==> config.mk <==
export PLATFORM = sky130hd
export DESIGN_NAME = bitmap_mem_arbiter
export DESIGN_NICKNAME = d
export VERILOG_FILES = /design/src/rtl/bitmap_pkg.sv /design/src/rtl/bitmap_wr_fifo.sv /design/src/rtl/bitmap_mem_arbiter.sv
export SDC_FILE = /design/constraint.sdc
export NUM_CORES = 1
export LEC_CHECK = 0
export CAP_MARGIN = 5
export CORE_UTILIZATION = 35
export DETAILED_ROUTE_END_ITERATION = 10
export SLEW_MARGIN = 20
export SYNTH_ARGS = -nofsm -noshare
export SYNTH_HDL_FRONTEND = slang
export SYNTH_SLANG_ARGS = --single-unit
==> constraint.sdc <==
create_clock -name Clock -period 2.7 [get_ports Clock]
set_clock_uncertainty 0.1 [all_clocks]
set_input_delay 0.27 -clock Clock [delete_from_list [all_inputs] [get_ports Clock]]
set_output_delay 0.27 -clock Clock [all_outputs]
set_load 0.02 [all_outputs]
==> src/rtl/bitmap_pkg.sv <==
// Shared constants, grant-state encoding and bank decode for the bitmap memory arbiter.
package bitmap_pkg;
    localparam int WIDTH      = 214;
    localparam int HEIGHT     = 160;
    localparam int BANKS      = 5;
    localparam int BANK_DEPTH = 1024;
    localparam int BYTES      = WIDTH * HEIGHT / 8;
    localparam int ADDR_W     = 13;
    localparam int BANK_W     = 3;
    localparam int OFFS_W     = 10;

    typedef enum logic [1:0] {
        IDLE  = 2'd0,
        READ  = 2'd1,
        WRITE = 2'd2
    } grant_state_t;

    // Out-of-range addresses decode to no bank at all.
    function automatic logic [BANKS-1:0] bank_onehot(input logic [ADDR_W-1:0] addr);
        logic [BANKS-1:0] oh;
        oh = '0;
        for (int k = 0; k < BANKS; k++) begin
            oh[k] = (addr < ADDR_W'(BYTES)) && (int'(addr[ADDR_W-1:OFFS_W]) == k);
        end
        return oh;
    endfunction
endpackage

==> src/rtl/bitmap_wr_fifo.sv <==
// Write buffer of {address, byte} entries; a push into a full FIFO is accepted only alongside a pop.
import bitmap_pkg::*;

module bitmap_wr_fifo #(
    parameter int DATA_W = 21,
    parameter int DEPTH  = 4
) (
    input  logic              Clock,
    input  logic              Reset,
    input  logic              push,
    input  logic [DATA_W-1:0] push_data,
    input  logic              pop,
    output logic [DATA_W-1:0] pop_data,
    output logic              full,
    output logic              empty
);
    localparam int PTR_W = $clog2(DEPTH);

    logic [DATA_W-1:0] mem [DEPTH];
    logic [PTR_W:0]    wr_ptr;
    logic [PTR_W:0]    rd_ptr;
    logic              do_push;
    logic              do_pop;

    assign empty    = (wr_ptr == rd_ptr);
    assign full     = (wr_ptr[PTR_W] != rd_ptr[PTR_W]) &&
                      (wr_ptr[PTR_W-1:0] == rd_ptr[PTR_W-1:0]);
    assign do_pop   = pop && !empty;
    assign do_push  = push && (!full || do_pop);
    assign pop_data = mem[rd_ptr[PTR_W-1:0]];

    always_ff @(posedge Clock or negedge Reset) begin
        if (!Reset) begin
            wr_ptr <= '0;
            rd_ptr <= '0;
        end else begin
            if (do_push) wr_ptr <= wr_ptr + 1'b1;
            if (do_pop)  rd_ptr <= rd_ptr + 1'b1;
        end
    end

    always_ff @(posedge Clock) begin
        if (do_push) mem[wr_ptr[PTR_W-1:0]] <= push_data;
    end
endmodule

==> src/rtl/bitmap_mem_arbiter.sv <==
// Arbitrates the banked bitmap RAM between VGA reads (priority) and buffered SPI writes.
// Optional WrCount_o output is enabled by defining BITMAP_ARB_WRCOUNT_EN.
//
// state | meaning
// IDLE  | no memory access this cycle
// READ  | VGA read presented on the memory port
// WRITE | FIFO head written to memory
import bitmap_pkg::*;

module bitmap_mem_arbiter #(
    parameter int WIDTH      = bitmap_pkg::WIDTH,
    parameter int HEIGHT     = bitmap_pkg::HEIGHT,
    parameter int BANKS      = bitmap_pkg::BANKS,
    parameter int BANK_DEPTH = bitmap_pkg::BANK_DEPTH,
    parameter int FIFO_DEPTH = 4
) (
    input  logic                Clock,
    input  logic                Reset,
    input  logic                FrameStart_i,
    input  logic                WrStrobe_i,
    input  logic [7:0]          WrData_i,
    output logic                Overflow_o,
    input  logic                RdReq_i,
    input  logic [ADDR_W-1:0]   RdAddr_i,
    output logic [7:0]          RdData_o,
    output logic                RdValid_o,
    output logic [OFFS_W-1:0]   MemAddr_o,
    output logic [BANKS-1:0]    MemEn_o,
    output logic                MemWe_o,
    output logic [7:0]          MemWData_o,
    input  logic [8*BANKS-1:0]  MemRData_i
`ifdef BITMAP_ARB_WRCOUNT_EN
    ,
    output logic [ADDR_W-1:0]   WrCount_o
`endif
);
    localparam int                BYTES_TOTAL = WIDTH * HEIGHT / 8;
    localparam logic [ADDR_W-1:0] LAST_ADDR   = ADDR_W'(BYTES_TOTAL - 1);

    grant_state_t        state;
    logic [ADDR_W-1:0]   wr_ptr;
    logic [ADDR_W-1:0]   push_addr;
    logic                fifo_full;
    logic                fifo_empty;
    logic                fifo_pop;
    logic                drop;
    logic [ADDR_W+7:0]   fifo_dout;
    logic [ADDR_W-1:0]   pop_addr;
    logic                rd_in_range;
    logic                rd_ok1, rd_ok2, rd_v2;
    logic [BANK_W-1:0]   rd_bank1, rd_bank2;
    logic [7:0]          rd_lane;

    assign push_addr   = FrameStart_i ? '0 : wr_ptr;
    assign fifo_pop    = !RdReq_i && !fifo_empty;
    assign drop        = WrStrobe_i && fifo_full && !fifo_pop;
    assign pop_addr    = fifo_dout[ADDR_W+7:8];
    assign rd_in_range = (RdAddr_i <= LAST_ADDR);

    bitmap_wr_fifo #(
        .DATA_W (ADDR_W + 8),
        .DEPTH  (FIFO_DEPTH)
    ) u_wr_fifo (
        .Clock     (Clock),
        .Reset     (Reset),
        .push      (WrStrobe_i),
        .push_data ({push_addr, WrData_i}),
        .pop       (fifo_pop),
        .pop_data  (fifo_dout),
        .full      (fifo_full),
        .empty     (fifo_empty)
    );

    always_ff @(posedge Clock or negedge Reset) begin
        if (!Reset) begin
            wr_ptr     <= '0;
            Overflow_o <= 1'b0;
        end else begin
            if (WrStrobe_i)        wr_ptr <= (push_addr == LAST_ADDR) ? '0 : push_addr + 1'b1;
            else if (FrameStart_i) wr_ptr <= '0;
            if (drop)              Overflow_o <= 1'b1;
            else if (FrameStart_i) Overflow_o <= 1'b0;
        end
    end

    always_ff @(posedge Clock or negedge Reset) begin
        if (!Reset) begin
            state      <= IDLE;
            MemEn_o    <= '0;
            MemAddr_o  <= '0;
            MemWe_o    <= 1'b0;
            MemWData_o <= '0;
        end else begin
            MemWe_o <= 1'b0;
            if (RdReq_i) begin
                state     <= READ;
                MemEn_o   <= rd_in_range ? bank_onehot(RdAddr_i) : '0;
                MemAddr_o <= RdAddr_i[OFFS_W-1:0];
            end else if (!fifo_empty) begin
                state      <= WRITE;
                MemEn_o    <= bank_onehot(pop_addr);
                MemAddr_o  <= pop_addr[OFFS_W-1:0];
                MemWe_o    <= 1'b1;
                MemWData_o <= fifo_dout[7:0];
            end else begin
                state   <= IDLE;
                MemEn_o <= '0;
            end
        end
    end

    always_comb begin
        rd_lane = '0;
        for (int k = 0; k < BANKS; k++) begin
            if (int'(rd_bank2) == k) rd_lane = MemRData_i[8*k +: 8];
        end
    end

    // Bank and range travel alongside the RAM's one-cycle latency to pick the lane.
    always_ff @(posedge Clock or negedge Reset) begin
        if (!Reset) begin
            rd_ok1    <= 1'b0;
            rd_ok2    <= 1'b0;
            rd_bank1  <= '0;
            rd_bank2  <= '0;
            rd_v2     <= 1'b0;
            RdValid_o <= 1'b0;
            RdData_o  <= '0;
        end else begin
            rd_ok1    <= rd_in_range;
            rd_bank1  <= RdAddr_i[ADDR_W-1:OFFS_W];
            rd_ok2    <= rd_ok1;
            rd_bank2  <= rd_bank1;
            rd_v2     <= (state == READ);
            RdValid_o <= rd_v2;
            if (rd_v2) RdData_o <= rd_ok2 ? rd_lane : 8'h00;
        end
    end

`ifdef BITMAP_ARB_WRCOUNT_EN
    always_ff @(posedge Clock or negedge Reset) begin
        if (!Reset) begin
            WrCount_o <= '0;
        end else if (FrameStart_i) begin
            WrCount_o <= '0;
        end else if (fifo_pop && (WrCount_o < ADDR_W'(BYTES_TOTAL))) begin
            WrCount_o <= WrCount_o + 1'b1;
        end
    end
`endif
endmodule

==> results.py, run 1 <==
metrics = {
    "synth": {
        "synthArstFlopShare_pct": 42.9,
        "yosysTopAreaCell": "edfxtp_1",
        "synth_cell_type_count": 43,
        "syn_avg_cell_area_um2": 16.4,
        "synth_ff_type": "edfxtp_1",
        "synth_xor_area_share_pct": 2.98,
        "netlist_area_um2": 6080,
        "synth_fa_ha_area_share_pct": 1.23,
        "synth_compound_area_share_pct": 4.71,
        "synth_top_family_by_area": "multiplexers",
        "ys_warn_count": 0,
        "synth_cells": 371,
        "synth_simple_gate_area_share_pct": 6.79,
        "seq_area_frac_synth_pct": 67.4,
        "yosys-top-cells-area": "edfxtp_1 41%, dfrtp_1 26%, mux4_2 10%",
        "synth_edf_count": 84,
        "synth_top_cell_area_share_pct": 41.5,
        "synthMuxAreaShare_pct": 14.3,
        "ys_seq_elements": 147,
        "syn-num-nets": 443,
    },
    "cts": {
        "cts_tree": "done",
        "cts-buffers-inserted": 17,
        "cts_resized": 0,
        "clk_latency_ps": 420,
        "cts_root_buffer": "clkbuf_16",
        "cts_sinks": 147,
        "post_cts.repair.setup_buffers": 0,
        "h-tree-depth": 4,
        "clk_pin_slew_worst_paths_ps": 50,
        "cts_buffer_depth": 2,
    },
    "layout": {
        "layout_common_cells": "98 x clkdlybuf4s50_1, 84 x edfxtp_1, 63 x dfrtp_1",
        "layout_commonest_cell": "clkdlybuf4s50_1",
        "area_delta_synth_final_pct": 32.4,
        "fillCellCount": 1426,
        "n_antenna_cell": 0,
        "fin_nets": 566,
        "drive_gt1_share_pct": 17.8,
    },
    "route": {
        "drt-pass1-iter-count": 4,
        "wl_per_cell_um": 17.9,
        "ant_nets": 0,
        "top_layer": "met4",
        "wl_met2_um": 6510,
        "drtIter0Drc": 187,
        "dr_total_vias": 3579,
        "vias_per_cell": 4.92,
        "dr_wl_met3_um": 769,
        "drc": 0,
        "wirelength_um": 13000,
        "wl_met1_um": 5490,
    },
    "placed_design": {
        "gp_congestion": 0.819,
        "hpwl_um": 9150,
        "port_buffers": 99,
    },
    "floorplan": {
        "start_util_pct": 36.3,
        "die_area_um2": 17900,
        "die_w_um": 134,
        "rows": 47,
        "core_area_um2": 16800,
        "die_h_um": 134,
        "boundaryPins": 100,
    },
    "timing": {
        "max_clock_freq_mhz": 469,
        "rsz0062_at_grt": "no",
        "worst_slew_pin_slew_ps": 817,
        "finalSetupViolCount": 0,
        "slew_violations": 0,
        "hold_viol": 0,
        "period_share_pct": 79.0,
        "slew_headroom_pct": 45.1,
        "setup_tns_ps": 0,
        "fin_crit_ps": 2130,
    },
    "flow_run": {
        "cap_violations": 0,
    },
    "grt": {
        "overflow": 0,
        "grt_max_degree": 64,
        "grtUsageTotal_pct": 15.5,
        "grt_pass1_wl_um": 20700,
        "antenna_found_initial": 0,
        "grt_pass1_vias": 3927,
    },
    "power_and_ir_drop": {
        "leakage_uw": 0.00302,
        "power_density_nw_per_um2": 1010,
        "power_uw": 8160,
        "peakVddDrop_v": 0.000524,
    },
    "worst_setup_path": {
        "arrival_ps": 2350,
        "critPathCaptureType": "register",
        "max_stage_delay_ps": 720,
        "slowest_stage": "mux4_1",
        "cp.required_ps": 2920,
        "path_max_fanout": 13,
        "crit_chain": "buf_4 > mux4_1 > nor3_1 > nand2_1 > o32ai_2",
        "start_kind": "register",
        "path_class": "register to register",
    },
    "hold_path": {
        "hold_path_class": "register to register",
    },
    "status": {
        "run_status": "finished, final reports clean",
    },
}
sequential cells by signal, indices dropped and copies added (netlist names), 3 cells and up:
| name | flops |
|---|---|
| RdData_o | 8 |
| wr_ptr | 13 |
| u_wr_fifo.rd_ptr | 3 |
| u_wr_fifo.mem | 84 |
| MemEn_o | 5 |
| rd_bank1 | 3 |
| MemWData_o | 8 |
| u_wr_fifo.wr_ptr | 3 |
| MemAddr_o | 10 |
| rd_bank2 | 3 |
what timing repair did:
| action | CTS | global route |
|---|---|---|
| endpoints found under the hold margin | 63 | 0 |
| hold buffers | 1 | 0 |
| endpoints found under the setup margin | 0 | 0 |
report_power, final:
part	internal (µW)	leakage (µW)	total [µW]	switching [µW]
registers	2960	0.00154	3200	242
clock network	1570	0.000302	2420	855
logic	1270	0.00117	2540	1270
routing by layer:
layer / track usage (%) / vias up
li1: - / 1660
met1: 18.8 / 1803
met5: 0 / -
met4: 7.13 / 0
met2: 26.0 / 100
met3: 4.20 / 16
worst paths after layout:
kind / start / endpoint / slack [ps] / cells past startpoint
max: u_wr_fifo.rd_ptr[0]$_DFFE_PN0P_ / MemEn_o[4]$_DFF_PN0_ / 570 / 5
max in group asynchronous: Reset / MemWData_o[5]$_DFFE_PN0P_ / 1910 / 3
max reg2reg: u_wr_fifo.rd_ptr[0]$_DFFE_PN0P_ / MemEn_o[4]$_DFF_PN0_ / 570 / 5
min in group asynchronous: Reset / MemAddr_o[4]$_DFFE_PN0P_ / 300 / 3
min: rd_bank1[1]$_DFF_PN0_ / rd_bank2[1]$_DFF_PN0_ / 250 / 0
min reg2reg: rd_bank1[1]$_DFF_PN0_ / rd_bank2[1]$_DFF_PN0_ / 250 / 0
through the flow:
stage / utilization (%) / setup WS [ps] / cell area [µm²] / hold WS (ps) / cells
after floorplan: - / 516 / 6080 / -126 / 371
after global placement: 44.3 / 388 / 7430 / 219 / 694
after detailed placement: 44.3 / 346 / 7430 / 219 / 694
after CTS: 48.1 / 540 / 8050 / 248 / 727
after global routing: 48.1 / 457 / 8050 / 250 / 727
final: 48.1 / 568 / 8050 / 246 / 727
worst max-delay path: cells and delay by family (launching register included):
family | cells | cell delay, ps
compound gates | 1 | 190
buf+inv | 1 | 300
flops | 1 | 410
mux | 1 | 720
simple gates | 2 | 310
Yosys cell counts (6+ instances only):
master / n
o22ai_1: 10
nor3_1: 7
o21ai_0: 12
nor2b_1: 12
xnor2_1: 13
dfrtp_1: 63
a22oi_1: 8
nand2_1: 24
ha_1: 6
nor2_1: 9
clkbuf_1: 7
edfxtp_1: 84
inv_1: 16
mux2i_1: 11
mux2_2: 9
mux4_2: 27
logic make-up (layout without fill, tap and decap cells):
logic type	Yosys count	count (layout)
xor gates and xnor gates	19	19
DFF	147	147
AOI/OAI and AO/OA	39	39
buffers and inverters	32	168
muxes	49	49
and+or+nand+nor	79	79
adders and majority gates	6	6
cell type report:
type / instances / area (µm²) / area share [%]
clock buffer: 22 / 454 / 5.64
multi-input combinational: 192 / 1830 / 22.7
inverter: 17 / 63.8 / 0.792
tap: 220 / 275 / 3.42
timing repair buffer: 119 / 1180 / 14.6
sequential: 147 / 4100 / 50.9
clock inverter: 10 / 158 / 1.96
Note: power is estimated with default switching activity, not from simulation.
==> run 2, diff against run 1 <==
==> constraint.sdc (replaced) <==
create_clock -name Clock -period 2.1 [get_ports Clock]
set_clock_uncertainty 0.1 [all_clocks]
set_input_delay 0.21 -clock Clock [delete_from_list [all_inputs] [get_ports Clock]]
set_output_delay 0.21 -clock Clock [all_outputs]
set_load 0.02 [all_outputs]
==> run 2 against run 1 <==
Effect of this change:
- cell area is 1.6% higher
- largest cell class unchanged
- non-clock buffer count is 9 higher
- critical path type unchanged
- setup slack worse by 380 ps
- sequential power grew 29%
- combinational power up 32%
- utilization is 0.76 points higher
- count of clock-buffer cells in the layout fell by 4
- via count rose by 0.36%
==> results.py, run 2 (same netlist as run 1, synthesis figures left out) <==
metrics = {
    "route": {
        "dr_total_vias": 3592,
        "ant_nets": 0,
        "drc": 0,
        "drt-pass1-iter-count": 4,
        "drtIter0Drc": 176,
        "wirelength_um": 13000,
        "vias_per_cell": 4.88,
        "wl_per_cell_um": 17.7,
    },
    "layout": {
        "layout_commonest_cell": "clkdlybuf4s50_1",
        "largest_reg_flops": 84,
        "final_util_pct": 48.8,
        "multiInputGateArea_um2": 1830,
        "finish.instance_area_um2": 8180,
        "fillCellCount": 1424,
        "fin_nets": 575,
        "area_delta_synth_final_pct": 34.5,
        "n_antenna_cell": 0,
        "drive_gt1_share_pct": 20.0,
        "regArea_um2": 4100,
        "layout_common_cells": "98 x clkdlybuf4s50_1, 84 x edfxtp_1, 63 x dfrtp_1",
    },
    "worst_setup_path": {
        "r2r_slack_ps": 190,
        "critPathCaptureType": "register",
        "reg2reg_to": "RdData_o[1]$_DFFE_PN0P_",
        "arrival_ps": 2140,
        "start_kind": "register",
        "cp.required_ps": 2320,
        "r2r_start": "rd_bank2[0]$_DFF_PN0_",
        "path_class": "register to register",
        "worstRegToRegCells": 4,
        "path_max_fanout": 8,
    },
    "cts": {
        "cts_sinks": 147,
        "cts_tree": "done",
        "cts_root_buffer": "clkbuf_16",
        "cts_resized": 0,
        "h-tree-depth": 4,
        "clk_latency_ps": 420,
        "clk_pin_slew_worst_paths_ps": 60,
        "cts_buffer_depth": 2,
        "cts-buffers-inserted": 17,
    },
    "power_and_ir_drop": {
        "swShare_pct": 29.0,
        "p_sw_uw": 3110,
        "internal_power_uw": 7620,
        "p_comb_share_pct": 31.3,
        "peakVddDrop_v": 0.000628,
        "power_density_nw_per_um2": 1310,
        "p_clk_share_pct": 30.3,
        "seq_power_share_pct": 38.3,
        "leakage_uw": 0.00308,
    },
    "timing": {
        "worst_slack_ps": 185,
        "setup_tns_ps": 0,
        "slew_headroom_pct": 42.9,
        "worst_slew_pin_slew_ps": 851,
        "slew_violations": 0,
        "holdWs_ps": 248,
        "max_clock_freq_mhz": 522,
        "fin_crit_ps": 1910,
        "rsz0062_at_grt": "no",
        "finalSetupViolCount": 0,
        "period_share_pct": 91.2,
        "hold_viol": 0,
    },
    "grt": {
        "grtUsageTotal_pct": 15.3,
        "grt_pass1_vias": 3769,
        "grt_pass1_wl_um": 20200,
        "antenna_found_initial": 0,
        "overflow": 0,
        "grt_max_degree": 64,
    },
    "placed_design": {
        "hpwl_um": 9320,
        "place_area_um2": 7530,
        "port_buffers": 99,
        "dp_slack_ps": 23.4,
        "gp_congestion": 0.838,
    },
    "floorplan": {
        "die_w_um": 134,
        "die_area_um2": 17900,
        "die_h_um": 134,
        "boundaryPins": 100,
        "core_area_um2": 16800,
        "start_util_pct": 36.3,
        "rows": 47,
    },
    "hold_path": {
        "hold_path_class": "primary input to async pin",
    },
    "status": {
        "run_status": "finished, final reports clean",
    },
    "flow_run": {
        "cap_violations": 0,
    },
}
[run 2: how the worst max path moves through the flow]
stage                                          from                       endpoint  depth (start not counted)
global route                  rd_bank2[0]$_DFF_PN0_        RdData_o[1]$_DFFE_PN0P_                          4
CTS                 u_wr_fifo.rd_ptr[0]$_DFFE_PN0P_           MemEn_o[4]$_DFF_PN0_                          5
finish                        rd_bank2[0]$_DFF_PN0_        RdData_o[1]$_DFFE_PN0P_                          4
global placement                       FrameStart_i           wr_ptr[10]$_DFF_PN0_                          7
detailed placement                     FrameStart_i           wr_ptr[10]$_DFF_PN0_                          6
floorplan           u_wr_fifo.rd_ptr[0]$_DFFE_PN0P_  u_wr_fifo.mem[3][0]$_DFFE_PP_                          4
[run 2: repair_timing]
action                    CTS  global route
hold buffers                1             0
hold endpoints to repair   63             0
buffers inserted            0             0
[run 2: layout make-up]
class	count	area share, %
Clock buffer	18	5.25
Clock inverter	14	2.58
Inverter	17	0.780
Multi-Input combinational cell	192	22.4
Sequential cell	147	50.1
Tap cell	220	3.36
Timing Repair Buffer	128	15.5
[run 2: through the flow]
stage | instances | total power (µW)
3_5_place_dp | 703 | 7610
6_report | 736 | 10700
5_1_grt | 736 | 11200
4_1_cts | 736 | 10900
3_3_place_gp | 703 | 7530
2_1_floorplan | 371 | 6210
[run 2: layer usage]
layer	GRT usage [%]	routed length (µm)
met5	0	0
met4	6.88	241
met3	4.01	725
met2	26.1	6530
met1	18.0	5500
[run 2: worst max-delay path, cell delays in order, from the launching register on]
cell and delay [ps]:
dfrtp_1 440, buf_4 200, nor3_1 690, a22oi_1 210, o22ai_1 180
[run 2: power groups by stage]
stage          sequential [µW]  combinational (µW)  clock [µW]
2_1_floorplan             4400                1820           0
3_3_place_gp              4140                3390           0
3_5_place_dp              4180                3430           0
4_1_cts                   4130                3430        3320
5_1_grt                   4190                3610        3430
6_report                  4120                3360        3260
==> run 3, diff against run 2 <==
==> constraint.sdc (replaced) <==
create_clock -name Clock -period 2.4 [get_ports Clock]
set_clock_uncertainty 0.1 [all_clocks]
set_input_delay 0.24 -clock Clock [delete_from_list [all_inputs] [get_ports Clock]]
set_output_delay 0.24 -clock Clock [all_outputs]
set_load 0.02 [all_outputs]
==> run 3 against run 2 <==
Effect of this change:
- critical path depth grew 1
- critical endpoint is now u_wr_fifo.mem[3][6]$_DFFE_PP_
- sequential power shrank 12%
- register-to-register slack gained 150 ps
- setup slack gained 150 ps
- combinational power shrank 13%
- largest power group unchanged
- non-clock buffer count shrank 2
- largest cell class unchanged
==> results.py, run 3 (same netlist as run 1, synthesis figures left out) <==
metrics = {
    "layout": {
        "instances_no_fill": 734,
        "drive_gt1_share_pct": 18.3,
        "largest_reg_flops": 84,
        "n_antenna_cell": 0,
        "layout_common_cells": "98 x clkdlybuf4s50_1, 84 x edfxtp_1, 63 x dfrtp_1",
        "layout_commonest_cell": "clkdlybuf4s50_1",
        "area_delta_synth_final_pct": 32.8,
        "fin_nets": 573,
        "fillCellCount": 1441,
    },
    "grt": {
        "grtUsageTotal_pct": 16.1,
        "grt_pass1_vias": 3839,
        "overflow": 0,
        "grt_max_degree": 42,
        "grt_pass1_wl_um": 21200,
        "antenna_found_initial": 0,
    },
    "power_and_ir_drop": {
        "power_uw": 9060,
        "leakage_uw": 0.00303,
        "peakVddDrop_v": 0.000545,
        "power_density_nw_per_um2": 1120,
    },
    "worst_setup_path": {
        "critPathCaptureType": "register",
        "path_class": "register to register",
        "cp.required_ps": 2420,
        "path_max_fanout": 24,
        "start_kind": "register",
        "arrival_ps": 2080,
    },
    "timing": {
        "max_clock_freq_mhz": 485,
        "slew_headroom_pct": 58.8,
        "finalSetupViolCount": 0,
        "rsz0062_at_grt": "no",
        "period_share_pct": 85.9,
        "worst_slack_ps": 339,
        "holdWs_ps": 246,
        "hold_viol": 0,
        "setup_tns_ps": 0,
        "fin_crit_ps": 2060,
        "worst_slew_pin_slew_ps": 618,
        "slew_violations": 0,
    },
    "placed_design": {
        "port_buffers": 99,
        "dp.cells": 701,
        "dp_slack_ps": 203,
        "hpwl_um": 9580,
        "gp_congestion": 0.831,
    },
    "floorplan": {
        "start_util_pct": 36.3,
        "die_h_um": 134,
        "die_w_um": 134,
        "rows": 47,
        "boundaryPins": 100,
        "core_area_um2": 16800,
        "die_area_um2": 17900,
    },
    "cts": {
        "clk_pin_slew_worst_paths_ps": 50,
        "cts_root_buffer": "clkbuf_16",
        "cts_buffer_depth": 2,
        "h-tree-depth": 4,
        "cts_tree": "done",
        "cts_sinks": 147,
        "post_cts.repair.setup_buffers": 0,
        "cts-buffers-inserted": 17,
        "clk_latency_ps": 420,
    },
    "route": {
        "wirelength_um": 13400,
        "ant_nets": 0,
        "vias_per_cell": 4.91,
        "drc": 0,
        "dr_total_vias": 3605,
        "drtIter0Drc": 243,
        "drt-pass1-iter-count": 4,
        "wl_per_cell_um": 18.3,
    },
    "flow_run": {
        "cap_violations": 0,
    },
    "hold_path": {
        "hold_path_class": "register to register",
    },
    "status": {
        "run_status": "finished, final reports clean",
    },
}
[run 3: timing repair]
| item | in CTS | in global routing |
|---|---|---|
| gates resized for setup | 0 | 0 |
| hold buffers | 1 | 0 |
| endpoints found under the hold margin | 22 | 0 |
[run 3: worst max-delay path, stage by stage, from the launching register on]
cell     delay, ps
dfrtp_1        390
buf_12         180
xnor2_2        210
a41oi_2        370
and2_1         300
buf_12         190
[run 3: cell type report]
class | instances | area, µm² | area share (%)
Tap cell | 220 | 275 | 3.41
Clock inverter | 5 | 77.6 | 0.960
Timing Repair Buffer | 126 | 1240 | 15.4
Multi-Input combinational cell | 192 | 1830 | 22.6
Inverter | 17 | 63.8 | 0.790
Clock buffer | 27 | 493 | 6.10
Sequential cell | 147 | 4100 | 50.7
[run 3: path summary, 6_finish.rpt]
path	from	end	slack, ps	depth (start not counted)
max in group asynchronous	Reset	RdData_o[0]$_DFFE_PN0P_	1270	3
min in group asynchronous	Reset	MemAddr_o[2]$_DFFE_PN0P_	290	2
worst min-delay path	rd_bank1[0]$_DFF_PN0_	rd_bank2[0]$_DFF_PN0_	250	0
worst min register to register	rd_bank1[0]$_DFF_PN0_	rd_bank2[0]$_DFF_PN0_	250	0
worst max register to register	u_wr_fifo.rd_ptr[0]$_DFFE_PN0P_	u_wr_fifo.mem[3][6]$_DFFE_PP_	340	5
worst max-delay path	u_wr_fifo.rd_ptr[0]$_DFFE_PN0P_	u_wr_fifo.mem[3][6]$_DFFE_PP_	340	5
[run 3: stage by stage]
step / area, µm² / utilization (%)
CTS: 8080 / 48.2
global placement: 7500 / 44.7
finish: 8080 / 48.2
detailed placement: 7500 / 44.7
global route: 8080 / 48.2
floorplan: 6080 / -
[run 3: routing by layer]
layer	global-route usage (%)	share of wire, %
met2	27.2	50
met5	0	0
met1	19.3	43
met4	7.01	1.8
met3	4.50	5.6
[run 3: power by group]
part | internal [µW] | switching (µW)
clock network | 1610 | 940
logic | 1470 | 1440
registers | 3330 | 278
